**src/rtl/tis_pkg.sv**
```systemverilog
// Shared definitions for tile-array nodes: word type, port direction indices
// and the default stack depth.
package tis_pkg;

    typedef logic signed [10:0] word_t;

    localparam int DIR_LEFT    = 0;
    localparam int DIR_RIGHT   = 1;
    localparam int DIR_UP      = 2;
    localparam int DIR_DOWN    = 3;

    localparam int STACK_DEPTH = 15;
    localparam int WORD_WIDTH  = $bits(word_t);

endpackage

```
**src/rtl/stack_mem.sv**
```systemverilog
// DEPTH x WIDTH register file: one synchronous write port, one asynchronous
// read port. Contents are not reset; the owner tracks which slots are valid.
module stack_mem
    import tis_pkg::*;
#(
    parameter int DEPTH = STACK_DEPTH,
    parameter int WIDTH = WORD_WIDTH
) (
    input  logic             clk,
    input  logic             i_we,
    input  logic [4:0]       i_waddr,
    input  logic [WIDTH-1:0] i_wdata,
    input  logic [4:0]       i_raddr,
    output logic [WIDTH-1:0] o_rdata
);

    logic [WIDTH-1:0] r_mem [DEPTH];

    // Write port; out-of-range addresses are dropped.
    always_ff @(posedge clk) begin
        if (i_we && (int'(i_waddr) < DEPTH)) begin
            r_mem[i_waddr] <= i_wdata;
        end
    end

    // Read port; out-of-range addresses read as zero.
    always_comb begin
        o_rdata = {WIDTH{1'b0}};
        if (int'(i_raddr) < DEPTH) begin
            o_rdata = r_mem[i_raddr];
        end else begin
            o_rdata = {WIDTH{1'b0}};
        end
    end

endmodule

```
**src/rtl/tis_stack_node.sv**
```systemverilog
// LIFO stack node for the tile array; left port only.
// Optional macro STACK_LEVEL_EN adds the o_level output (current word count).
module tis_stack_node
    import tis_pkg::*;
#(
    parameter int DEPTH = STACK_DEPTH,
    parameter int WIDTH = WORD_WIDTH
) (
    input  logic             clk,
    input  logic             rst,
    output logic [3:0]       o_write,
    output logic [3:0]       o_wready,
    input  logic             i_rreadyL,
    input  logic             i_readL,
    input  logic [WIDTH-1:0] i_left,
    output logic [WIDTH-1:0] o_out
`ifdef STACK_LEVEL_EN
    ,
    output logic [4:0]       o_level
`endif
);

    localparam logic [4:0] FULL_CNT = 5'(DEPTH);

    logic [4:0]       r_cnt;
    logic             w_nonempty;
    logic             w_notfull;
    logic             w_push;
    logic             w_pop;
    logic             w_we;
    logic [4:0]       w_waddr;
    logic [4:0]       w_raddr;
    logic [WIDTH-1:0] w_rdata;

    assign w_nonempty = (r_cnt != 5'd0);
    assign w_notfull  = (r_cnt != FULL_CNT);
    assign w_push     = i_rreadyL & w_notfull;
    assign w_pop      = i_readL & w_nonempty;
    // Reset wins over a transfer in the same cycle: the word must not land.
    assign w_we       = w_push & rst;
    assign w_raddr    = r_cnt - 5'd1;

    // Simultaneous push and pop overwrites the current top in place.
    always_comb begin
        w_waddr = r_cnt;
        if (w_push && w_pop) begin
            w_waddr = r_cnt - 5'd1;
        end else begin
            w_waddr = r_cnt;
        end
    end

    // Stack pointer; memory is left uncleared on reset.
    always_ff @(posedge clk) begin
        if (!rst) begin
            r_cnt <= 5'd0;
        end else if (w_push && !w_pop) begin
            r_cnt <= r_cnt + 5'd1;
        end else if (w_pop && !w_push) begin
            r_cnt <= r_cnt - 5'd1;
        end else begin
            r_cnt <= r_cnt;
        end
    end

    stack_mem #(
        .DEPTH (DEPTH),
        .WIDTH (WIDTH)
    ) u_mem (
        .clk     (clk),
        .i_we    (w_we),
        .i_waddr (w_waddr),
        .i_wdata (i_left),
        .i_raddr (w_raddr),
        .o_rdata (w_rdata)
    );

    // Handshake outputs and top-of-stack mux, driven from registered state only.
    always_comb begin
        o_write            = 4'b0000;
        o_wready           = 4'b0000;
        o_write[DIR_LEFT]  = w_nonempty;
        o_wready[DIR_LEFT] = w_notfull;
        if (w_nonempty) begin
            o_out = w_rdata;
        end else begin
            o_out = {WIDTH{1'b0}};
        end
    end

`ifdef STACK_LEVEL_EN
    assign o_level = r_cnt;
`endif

endmodule

```
**config.mk**
```make
export PLATFORM = sky130hd
export DESIGN_NAME = tis_stack_node
export DESIGN_NICKNAME = d
export VERILOG_FILES = /design/src/rtl/tis_pkg.sv /design/src/rtl/stack_mem.sv /design/src/rtl/tis_stack_node.sv
export SDC_FILE = /design/constraint.sdc
export NUM_CORES = 1
export LEC_CHECK = 0
export ABC_AREA = 0
export CORE_ASPECT_RATIO = 0.7
export CORE_UTILIZATION = 40
export DETAILED_ROUTE_END_ITERATION = 16
export DONT_BUFFER_PORTS = 1
export REMOVE_ABC_BUFFERS = 1
export SLEW_MARGIN = 20
export SYNTH_ARGS = -nofsm -noshare
export SYNTH_HDL_FRONTEND = slang
export SYNTH_SLANG_ARGS = --single-unit
```
**constraint.sdc**
```tcl
create_clock -name clk -period 6.5 [get_ports clk]
set_input_delay 1.3 -clock clk [delete_from_list [all_inputs] [get_ports clk]]
set_output_delay 1.3 -clock clk [all_outputs]
set_load 0.01 [all_outputs]
```
==> results of run 1 <==
-- cell families (layout without fill, tap and decap cells) --
group,Yosys count,count (layout),synth area share [%]
DFF,170,170,70.9
muxes,45,45,12.2
and+or+nand+nor,77,77,5.09
AOI/OAI and AO/OA,55,55,6.02
buffers and inverters,43,59,3.69
xor gates and xnor gates,9,9,1.21
other,1,6,0.0526
adders and majority gates,5,5,0.878
-- final timing paths --
check,slack [ns],startpoint,endpoint
setup / recovery,1.68,r_cnt[1]$_SDFFE_PN0P_,o_out[5]
hold / removal,0.50,r_cnt[4]$_SDFFE_PN0P_,r_cnt[4]$_SDFFE_PN0P_
setup reg to reg,2.66,r_cnt[0]$_SDFFE_PN0P_,u_mem.r_mem[1][10]$_DFFE_PP_
hold reg to reg,0.50,r_cnt[4]$_SDFFE_PN0P_,r_cnt[4]$_SDFFE_PN0P_
-- metal layers --
layer  vias up  share of wire [%]  track usage, %
met5         -                  0               0
met4         0                1.2            6.73
met3        18                6.6            3.31
met2       125                 48            27.4
met1      1945                 44            24.9
li1       1635                  -               -
-- final cells by class --
class	count	area share, %
flip-flops and latches	170	62.8
well taps	231	3.59
inverters	6	0.280
clock inverters	15	2.19
clock buffers	17	5.28
multi-input cells	197	23.9
repair buffers	21	1.96
-- through the flow --
step                power [mW]  utilization, %  cells  setup WS [ns]
global placement          2.76            43.0    625           2.15
CTS                       3.80            46.5    657           1.61
floorplan                 2.31               -    373          0.364
finish                    3.77            46.5    657           1.68
global route              3.94            46.5    657           1.39
detailed placement        2.79            43.0    625           2.07
-- registers in the layout, indices dropped and copies added (netlist names) --
| register | count |
|---|---|
| r_cnt | 5 |
| u_mem.r_mem | 165 |
-- synth_stat cells, types with 5 or more instances --
master	count
clkbuf_1	12
buf_2	8
dfxtp_1	5
a211oi_1	22
nor3_1	18
inv_1	6
edfxtp_1	165
mux4_2	32
a311oi_1	11
nand2_1	28
mux2i_1	12
ha_1	5
buf_4	12
nor2_1	16
-- worst min-delay path: cells and delay by family (launching register included) --
kind	cells	cell delay (ns)
and+or+nand+nor	1	0.05
DFF	1	0.33
AOI/OAI and AO/OA	1	0.07
-- power by group through the flow --
stage               sequential (mW)  combinational, mW  clock (mW)
floorplan                      1.38              0.936           0
global placement               1.34               1.42           0
detailed placement             1.34               1.44           0
CTS                            1.32               1.45        1.03
global route                   1.33               1.54        1.07
finish                         1.32               1.44        1.01
==> metrics.txt, run 1 <==
Fin. Hold Viols 0; sequential power share between 30% and 40%; First-pass DRT Iterations 4; Finish-stage setup viols 0; Vias/cell about 5.7; Gates resized, CTS repair 0; Crit path max-delay family adder cells; worst hold stages 2; mapped cell area between 0.007 and 0.008 mm^2; layout cells sized above 1 25.8%; Period minus WS final 4.82 ns; GRT Overall Usage roughly 18%; # Post-CTS Setup Buffers 0; number of synthesized flops with an enable pin 165; HP Class reg2reg; area growth from synthesis to layout 13.0%; CP Max Fanout 43; drt total wl 15.4 mm; final hold slack 0.497 ns; P_leak 2.53 nW; first-pass GRT wire length 23.1 mm; FILL cells 1484; Vias ~3700; remaining design rule violation count 0; Setup crit end kind primary output; setup TNS 0 ns; crit path buf inv count 2; remaining antenna violation count after routing 0; CP Launch Type flip-flop; Die Y-Extent 114 um; ranking of synthesized cells by area edfxtp_1 (69%), mux4_2 (10%), a211oi_1 (2.3%), mux2i_1 (1.7%), nand2_1 (1.5%); most frequent cells in the layout edfxtp_1 (165), mux4_2 (32), nand2_1 (28); instance count on the critical path 7; sequential share of the synthesized area 70.9%; TritonCTS Buffers 17; slowest stage cell on the critical path ha_2; core area 0.0173 mm^2; Yosys top cell by area edfxtp_1; Non-Filler Cell Area, Final between 0.008 and 0.009 mm^2; Main synth FF type edfxtp_1; Ys Warns 0; clock share of power 26.9%; Die Width 162 um; status complete, no violations; most frequent CP cell a211oi_1; CTS clk-pin slew, worst paths about 0.070 ns; io pins 34; Slew Viols, Final 0; Multi-input gate area ~0.0019 mm^2; cells after synthesis roughly 400; switching share of total power 38.2%; worst slew pin tran 1.06 ns; Ant. Diodes 0; fin crit share 74.1%; Worst Skew 0.0101 ns; port bufs 0; CTS root buf clkbuf_16; fmax between 200 and 250 MHz; FF/Latch Area between 0.005 and 0.006 mm^2; # hold bufs at CTS 0; Final HPWL DP ~9.3 mm; critical path cell sequence inv_1, ha_2, buf_4, nor2_1, a211oi_1, a211oi_1, a311oi_1; vias in the first global route 3676; Switch Pwr 1.44 mW; total grt overflow 0; Synth Register Bits between 150 and 200; relative slew slack between 20% and 30%; CTS tree yes; gpl congestion 0.757; Final #Nets 433; Synth top area share 69.5%; Worst EP arrival 3.52 ns; cell-internal power 2.33 mW; Gate power share 38.1%; unique cell type count in the Yosys netlist 42; H-Tree Depth 4; First DRT Iteration DRCs 343; Cell Rows 40; pwr dens 468 mW/mm^2; initial antenna violation count 0; Die ar. 0.0184 mm^2; Crit path largest cell delay 1.06 ns; worst-case vdd ir drop roughly 340 uV; Syn Area/Cell ~18 um^2; Initial Util between 40 and 50%; RSZ-0062 raised after global routing no; Worst-Skew Late Latency approximately 0.43 ns; most common cell after layout, fill and taps aside edfxtp_1; CP required 5.20 ns; Placed Area 0.00745 mm^2; Crit Path Class reg2out; max_cap viols 0; Max clock buf depth 2; Clock Sinks 170; pin count of the biggest net entering global routing slightly below 60; Async S/R FF share, synth 0%; WL/cell 23.4 um; Reg2Reg Depth 11
Power figures use the tool's default switching activity.
==> inputs of run 2 (changes only) <==
==> constraint.sdc (replaced) <==
create_clock -name clk -period 4.2 [get_ports clk]
set_input_delay 0.84 -clock clk [delete_from_list [all_inputs] [get_ports clk]]
set_output_delay 0.84 -clock clk [all_outputs]
set_load 0.01 [all_outputs]
==> run 2 against run 1 <==
Core utilization increased by 0.63 points. Combinational power increased by 73%. Worst setup slack got worse by 1.4 ns. Final area increased by 1.4%. Wire length increased by 1.0%. Register-to-register slack got worse by 2.2 ns. Non-clock buffer count increased by 11. Clock power increased by 62%. Largest cell class unchanged. Largest power group unchanged. Highest routed layer unchanged.
==> metrics.txt, run 2 (synthesis gave the netlist of run 1 again) <==
status complete, no violations (unchanged); total grt overflow 0 (unchanged); Worst Skew 0.00897 ns (was 0.0101 ns); First DRT Iteration DRCs 340 (was 343); Final #Nets 444 (was 433); HP Class reg2reg (unchanged); Period minus WS final 3.93 ns; WL/cell 23.3 um (was 23.4 um); remaining antenna violation count after routing 0 (unchanged); CTS root buf clkbuf_16 (unchanged); RSZ-0062 raised after global routing no (unchanged); H-Tree Depth 4 (unchanged); Initial Util 41.2% (unchanged); Multi-input gate area 0.00192 mm^2 (was 0.00193 mm^2); CTS tree yes (unchanged); vias in the first global route 3634 (was 3676); worst setup path end o_out[10] (was o_out[5]); Die Width 162 um (unchanged); Biggest register u_mem.r_mem (unchanged); P_leak 2.59 nW (was 2.53 nW); Vias 3785 (was 3723); most common cell after layout, fill and taps aside edfxtp_1 (unchanged); Setup crit end kind primary output (unchanged); Max clock buf depth 2 (unchanged); CTS clk-pin slew, worst paths 0.06 ns (was 0.07 ns); pwr dens 757 mW/mm^2 (was 468 mW/mm^2); Crit Path Class reg2out (unchanged); drt total wl 15.5 mm (was 15.4 mm); first-pass GRT wire length 23.5 mm (was 23.1 mm); met1 Track Usage GR 27.2% (was 24.9%); # hold bufs at CTS 0 (unchanged); remaining design rule violation count 0 (unchanged); Largest register FFs 165 (unchanged); Ant. Diodes 0 (unchanged); Clock Sinks 170 (unchanged); FILL cells 1463 (was 1484); fmax 255 MHz; First-pass DRT Iterations 7 (was 4); final worst slack 0.274 ns (was 1.68 ns); Post-Place Setup Slack 0.525 ns (was 2.07 ns); Worst EP arrival 3.09 ns (was 3.52 ns); core area 0.0173 mm^2 (unchanged); area growth from synthesis to layout 14.5% (was 13.0%); # Post-CTS Setup Buffers 0 (unchanged); fin crit share slightly above 90%; CP required 3.36 ns (was 5.20 ns); FF/Latch Area 0.00506 mm^2 (unchanged); Die ar. 0.0184 mm^2 (unchanged); most frequent cells in the layout edfxtp_1 (165), mux4_2 (32), buf_4 (31) (was edfxtp_1 (165), mux4_2 (32), nand2_1 (28)); Slew Viols, Final 0 (unchanged); Worst-Skew Late Latency 0.43 ns (about the same); Gates resized, CTS repair 0 (unchanged); TritonCTS Buffers 17 (unchanged); CP startpoint r_cnt[1]$_SDFFE_PN0P_ (unchanged); port bufs 0 (unchanged); Placed Area 0.00754 mm^2 (was 0.00745 mm^2); Reg2Reg Depth 11 (unchanged); max_cap viols 0 (unchanged); reg2reg setup slack 0.49 ns (was 2.66 ns); gpl congestion 0.861 (was 0.757); Finish-stage setup viols 0 (unchanged); Global Route met2 Usage 26.2% (was 27.4%); Final HPWL DP 9.70 mm (was 9.27 mm); Die Y-Extent 114 um (unchanged); Fin. Hold Viols 0 (unchanged); largest registers u_mem.r_mem: 165 flops, r_cnt: 5 flops (unchanged); initial antenna violation count 0 (unchanged); GRT Overall Usage 18.2% (was 17.7%); io pins 34 (unchanged); CP Max Fanout 19 (was 43); Non-Filler Cell Area, Final 0.00817 mm^2 (was 0.00806 mm^2); global routing's busiest layer met1 (was met2); GR Util met3 4.84% (was 3.31%); layout cells sized above 1 27.3% (was 25.8%); worst-case vdd ir drop 313 uV (was 342 uV); worst reg2reg startpoint r_cnt[1]$_SDFFE_PN0P_ (was r_cnt[0]$_SDFFE_PN0P_); reg2reg end u_mem.r_mem[13][2]$_DFFE_PP_ (was u_mem.r_mem[1][10]$_DFFE_PP_); relative slew slack 30.8% (was 29.1%); pin count of the biggest net entering global routing 45 (was 58); Vias/cell 5.67 (about the same); CP Launch Type flip-flop (unchanged); worst slew pin tran 1.03 ns (was 1.06 ns); Cell Rows 40 (unchanged)
[run 2: critical path, stage by stage (launching register included)]
cell and delay (ns):
dfxtp_1 0.60, inv_1 0.09, ha_2 0.57, buf_4 0.33
nor2_1 0.09, a211oi_1 0.34, a211oi_1 0.10, a311oi_1 0.34
buf_4 0.19
[run 2: final cells by class]
class | instances | area share (%)
sequential | 170 | 62.0
multi-input combinational | 197 | 23.5
clock buffer | 17 | 5.21
tap | 231 | 3.54
timing repair buffer | 32 | 3.10
clock inverter | 14 | 2.39
inverter | 6 | 0.276
[run 2: stage by stage]
| step | power (mW) | instances | setup TNS (ns) | util (%) | hold slack, ns |
|---|---|---|---|---|---|
| after global routing | 6.46 | 667 | 0 | 47.2 | 0.482 |
| after floorplan | 3.58 | 373 | -224.36 | - | 0.467 |
| final | 6.18 | 667 | 0 | 47.2 | 0.497 |
| after global placement | 4.57 | 636 | 0 | 43.5 | 0.482 |
| after CTS | 6.23 | 667 | 0 | 47.1 | 0.495 |
| after detailed placement | 4.59 | 636 | 0 | 43.5 | 0.492 |
[run 2: how the worst min path moves through the flow]
stage | startpoint | to | depth (start not counted) | slack (ns)
final | r_cnt[4]$_SDFFE_PN0P_ | r_cnt[4]$_SDFFE_PN0P_ | 2 | 0.50
after global routing | i_left[5] | u_mem.r_mem[7][5]$_DFFE_PP_ | 0 | 0.48
after CTS | i_left[5] | u_mem.r_mem[4][5]$_DFFE_PP_ | 0 | 0.50
after detailed placement | r_cnt[4]$_SDFFE_PN0P_ | r_cnt[4]$_SDFFE_PN0P_ | 2 | 0.49
after global placement | r_cnt[4]$_SDFFE_PN0P_ | r_cnt[4]$_SDFFE_PN0P_ | 2 | 0.48
after floorplan | r_cnt[4]$_SDFFE_PN0P_ | r_cnt[4]$_SDFFE_PN0P_ | 2 | 0.47
[run 2: per-layer routing]
layer,share of wire (%),vias to the layer above
met5,0,-
met4,1.2,0
met3,7.0,17
met2,46,152
met1,46,1970
li1,-,1646
[run 2: power by group]
group / total (mW) / switching (mW) / internal, mW / leakage, nW
logic: 2.49 / 1.47 / 1.02 / 0.772
registers: 2.05 / 0.0754 / 1.97 / 1.53
clock network: 1.64 / 0.648 / 0.996 / 0.294
total: 6.18 / 2.19 / 3.99 / 2.59
==> inputs of run 3 (changes only) <==
--- a/config.mk
+++ b/config.mk
@@ -8,6 +8,7 @@
 export ABC_AREA = 0
 export CORE_ASPECT_RATIO = 0.7
 export CORE_UTILIZATION = 40
+export CTS_BUF_LIST = sky130_fd_sc_hd__clkbuf_8
 export DETAILED_ROUTE_END_ITERATION = 16
 export DONT_BUFFER_PORTS = 1
 export REMOVE_ABC_BUFFERS = 1
==> run 3 against run 2 <==
Non-clock buffer count unchanged. Power decreased by 6.5%. Maximum frequency decreased by 0.44%. Die area unchanged. Hold slack got worse by 0.028 ns. Critical path type unchanged. Largest power group unchanged.
==> metrics.txt, run 3 (synthesis gave the netlist of run 1 again) <==
status complete, no violations (unchanged); Finish-stage setup viols 0 (unchanged); fmax 254 MHz (was 255 MHz); Crit Path Class reg2out (unchanged); HP Class in2reg (was reg2reg); fin crit share 93.9% (was 93.5%); layout cells sized above 1 27.3% (unchanged); Vias/cell 5.62 (was 5.67); CTS clk-pin slew, worst paths 0.10 ns (was 0.06 ns); Worst-Skew Late Latency 0.46 ns (was 0.43 ns); setup TNS 0 ns (unchanged); remaining design rule violation count 0 (unchanged); P_leak 2.51 nW (was 2.59 nW); final hold slack 0.469 ns (was 0.497 ns); Die ar. 0.0184 mm^2 (unchanged); Cell Rows 40 (unchanged); relative slew slack 33.9% (was 30.8%); first-pass GRT wire length 23.3 mm (was 23.5 mm); worst hold stages 0 (was 2); worst slew pin tran 0.986 ns (was 1.03 ns); CP Launch Type flip-flop (unchanged); total grt overflow 0 (unchanged); # hold bufs at CTS 0 (unchanged); critical path cell sequence inv_1, ha_2, buf_4, nor2_1, a211oi_1, a211oi_1, a311oi_1, buf_4 (unchanged); Reg2Reg Depth 11 (unchanged); most frequent cells in the layout edfxtp_1 (165), mux4_2 (32), buf_4 (31) (unchanged); Largest register FFs 165 (unchanged); Clock Sinks 170 (unchanged); remaining antenna violation count after routing 0 (unchanged); Final HPWL DP 9.70 mm (unchanged); reg2reg end u_mem.r_mem[13][5]$_DFFE_PP_ (was u_mem.r_mem[13][2]$_DFFE_PP_); worst-case vdd ir drop 298 uV (was 313 uV); drt total wl 15.4 mm (was 15.5 mm); most common cell after layout, fill and taps aside edfxtp_1 (unchanged); Vias 3748 (was 3785); First DRT Iteration DRCs 348 (was 340); Slew Viols, Final 0 (unchanged); dpl cells 636 (unchanged); final worst slack 0.257 ns (was 0.274 ns); pwr dens 725 mW/mm^2 (was 757 mW/mm^2); RSZ-0062 raised after global routing no (unchanged); First-pass DRT Iterations 4 (was 7); core area 0.0173 mm^2 (unchanged); max_cap viols 0 (unchanged); Final #Nets 444 (unchanged); vias in the first global route 3653 (was 3634); HP Start i_left[5] (was r_cnt[4]$_SDFFE_PN0P_); Die Y-Extent 114 um (unchanged); Setup crit end kind primary output (unchanged); initial antenna violation count 0 (unchanged); Crit path max-delay family compound AO/OA/AOI/OAI gates (unchanged); Biggest register u_mem.r_mem (unchanged); FILL cells 1487 (was 1463); Post-Place Setup Slack 0.525 ns (unchanged); port bufs 0 (unchanged); reg2reg setup slack 0.51 ns (was 0.49 ns); gpl congestion 0.861 (unchanged); GRT Overall Usage 18.0% (was 18.2%); Worst EP arrival 3.10 ns (was 3.09 ns); # Post-CTS Setup Buffers 0 (unchanged); area growth from synthesis to layout 11.8% (was 14.5%); worst reg2reg startpoint r_cnt[1]$_SDFFE_PN0P_ (unchanged); io pins 34 (unchanged); slowest stage cell on the critical path dfxtp_1 (unchanged); WL/cell 23.1 um (was 23.3 um); H-Tree Depth 4 (unchanged); Fin. Hold Viols 0 (unchanged); post-route insts no fill 667 (unchanged); largest registers u_mem.r_mem: 165 flops, r_cnt: 5 flops (unchanged); Crit path largest cell delay 0.59 ns (was 0.60 ns); TritonCTS Buffers 17 (unchanged); Ant. Diodes 0 (unchanged); CTS tree yes (unchanged); CP Max Fanout 19 (unchanged); Die Width 162 um (unchanged); crit path buf inv count 3 (unchanged); Initial Util 41.2% (unchanged); Max clock buf depth 2 (unchanged); CP required 3.36 ns (about the same); Period minus WS final 3.94 ns (was 3.93 ns); CTS root buf clkbuf_8 (was clkbuf_16); Hold EP u_mem.r_mem[7][5]$_DFFE_PP_ (was r_cnt[4]$_SDFFE_PN0P_); Worst Skew 0.0139 ns (was 0.00897 ns); pin count of the biggest net entering global routing 45 (unchanged); Gates resized, CTS repair 0 (unchanged)
-- run 3: through the flow --
stage          util (%)  power (mW)  area [um^2]
2_1_floorplan         -        3.58         6910
4_1_cts            46.0        5.84         7970
3_5_place_dp       43.5        4.59         7540
6_report           46.0        5.78         7970
5_1_grt            46.0        6.06         7970
3_3_place_gp       43.5        4.57         7540
-- run 3: how the worst max path moves through the flow --
stage,start,end,slack [ns],cells past startpoint
after floorplan,r_cnt[0]$_SDFFE_PN0P_,o_out[0],-1.48,5
after global placement,r_cnt[1]$_SDFFE_PN0P_,u_mem.r_mem[13][8]$_DFFE_PP_,0.66,11
after detailed placement,r_cnt[1]$_SDFFE_PN0P_,u_mem.r_mem[13][10]$_DFFE_PP_,0.52,11
after CTS,r_cnt[1]$_SDFFE_PN0P_,o_out[9],0.22,8
after global routing,r_cnt[1]$_SDFFE_PN0P_,o_out[10],0.06,8
final,r_cnt[1]$_SDFFE_PN0P_,o_out[10],0.26,8
-- run 3: cell type report --
type | instances | area [um^2] | share of cell area (%)
well taps | 231 | 289 | 3.62
flip-flops and latches | 170 | 5060 | 63.4
clock inverters | 14 | 195 | 2.45
repair buffers | 32 | 253 | 3.17
clock buffers | 17 | 234 | 2.93
multi-input cells | 197 | 1920 | 24.1
inverters | 6 | 22.5 | 0.282
-- run 3: per-layer routing --
layer | GRT usage (%) | routed length, um | vias to the layer above
met5 | 0 | 0 | -
met4 | 5.03 | 190 | 0
met3 | 4.84 | 1140 | 14
met2 | 25.7 | 6900 | 155
li1 | - | - | 1642
met1 | 27.0 | 7150 | 1937
-- run 3: where the power goes --
part | total (mW) | switching (mW) | leakage (nW) | internal (mW)
registers | 2.04 | 0.0744 | 1.53 | 1.97
clock network | 1.24 | 0.596 | 0.207 | 0.648
logic | 2.49 | 1.47 | 0.772 | 1.02
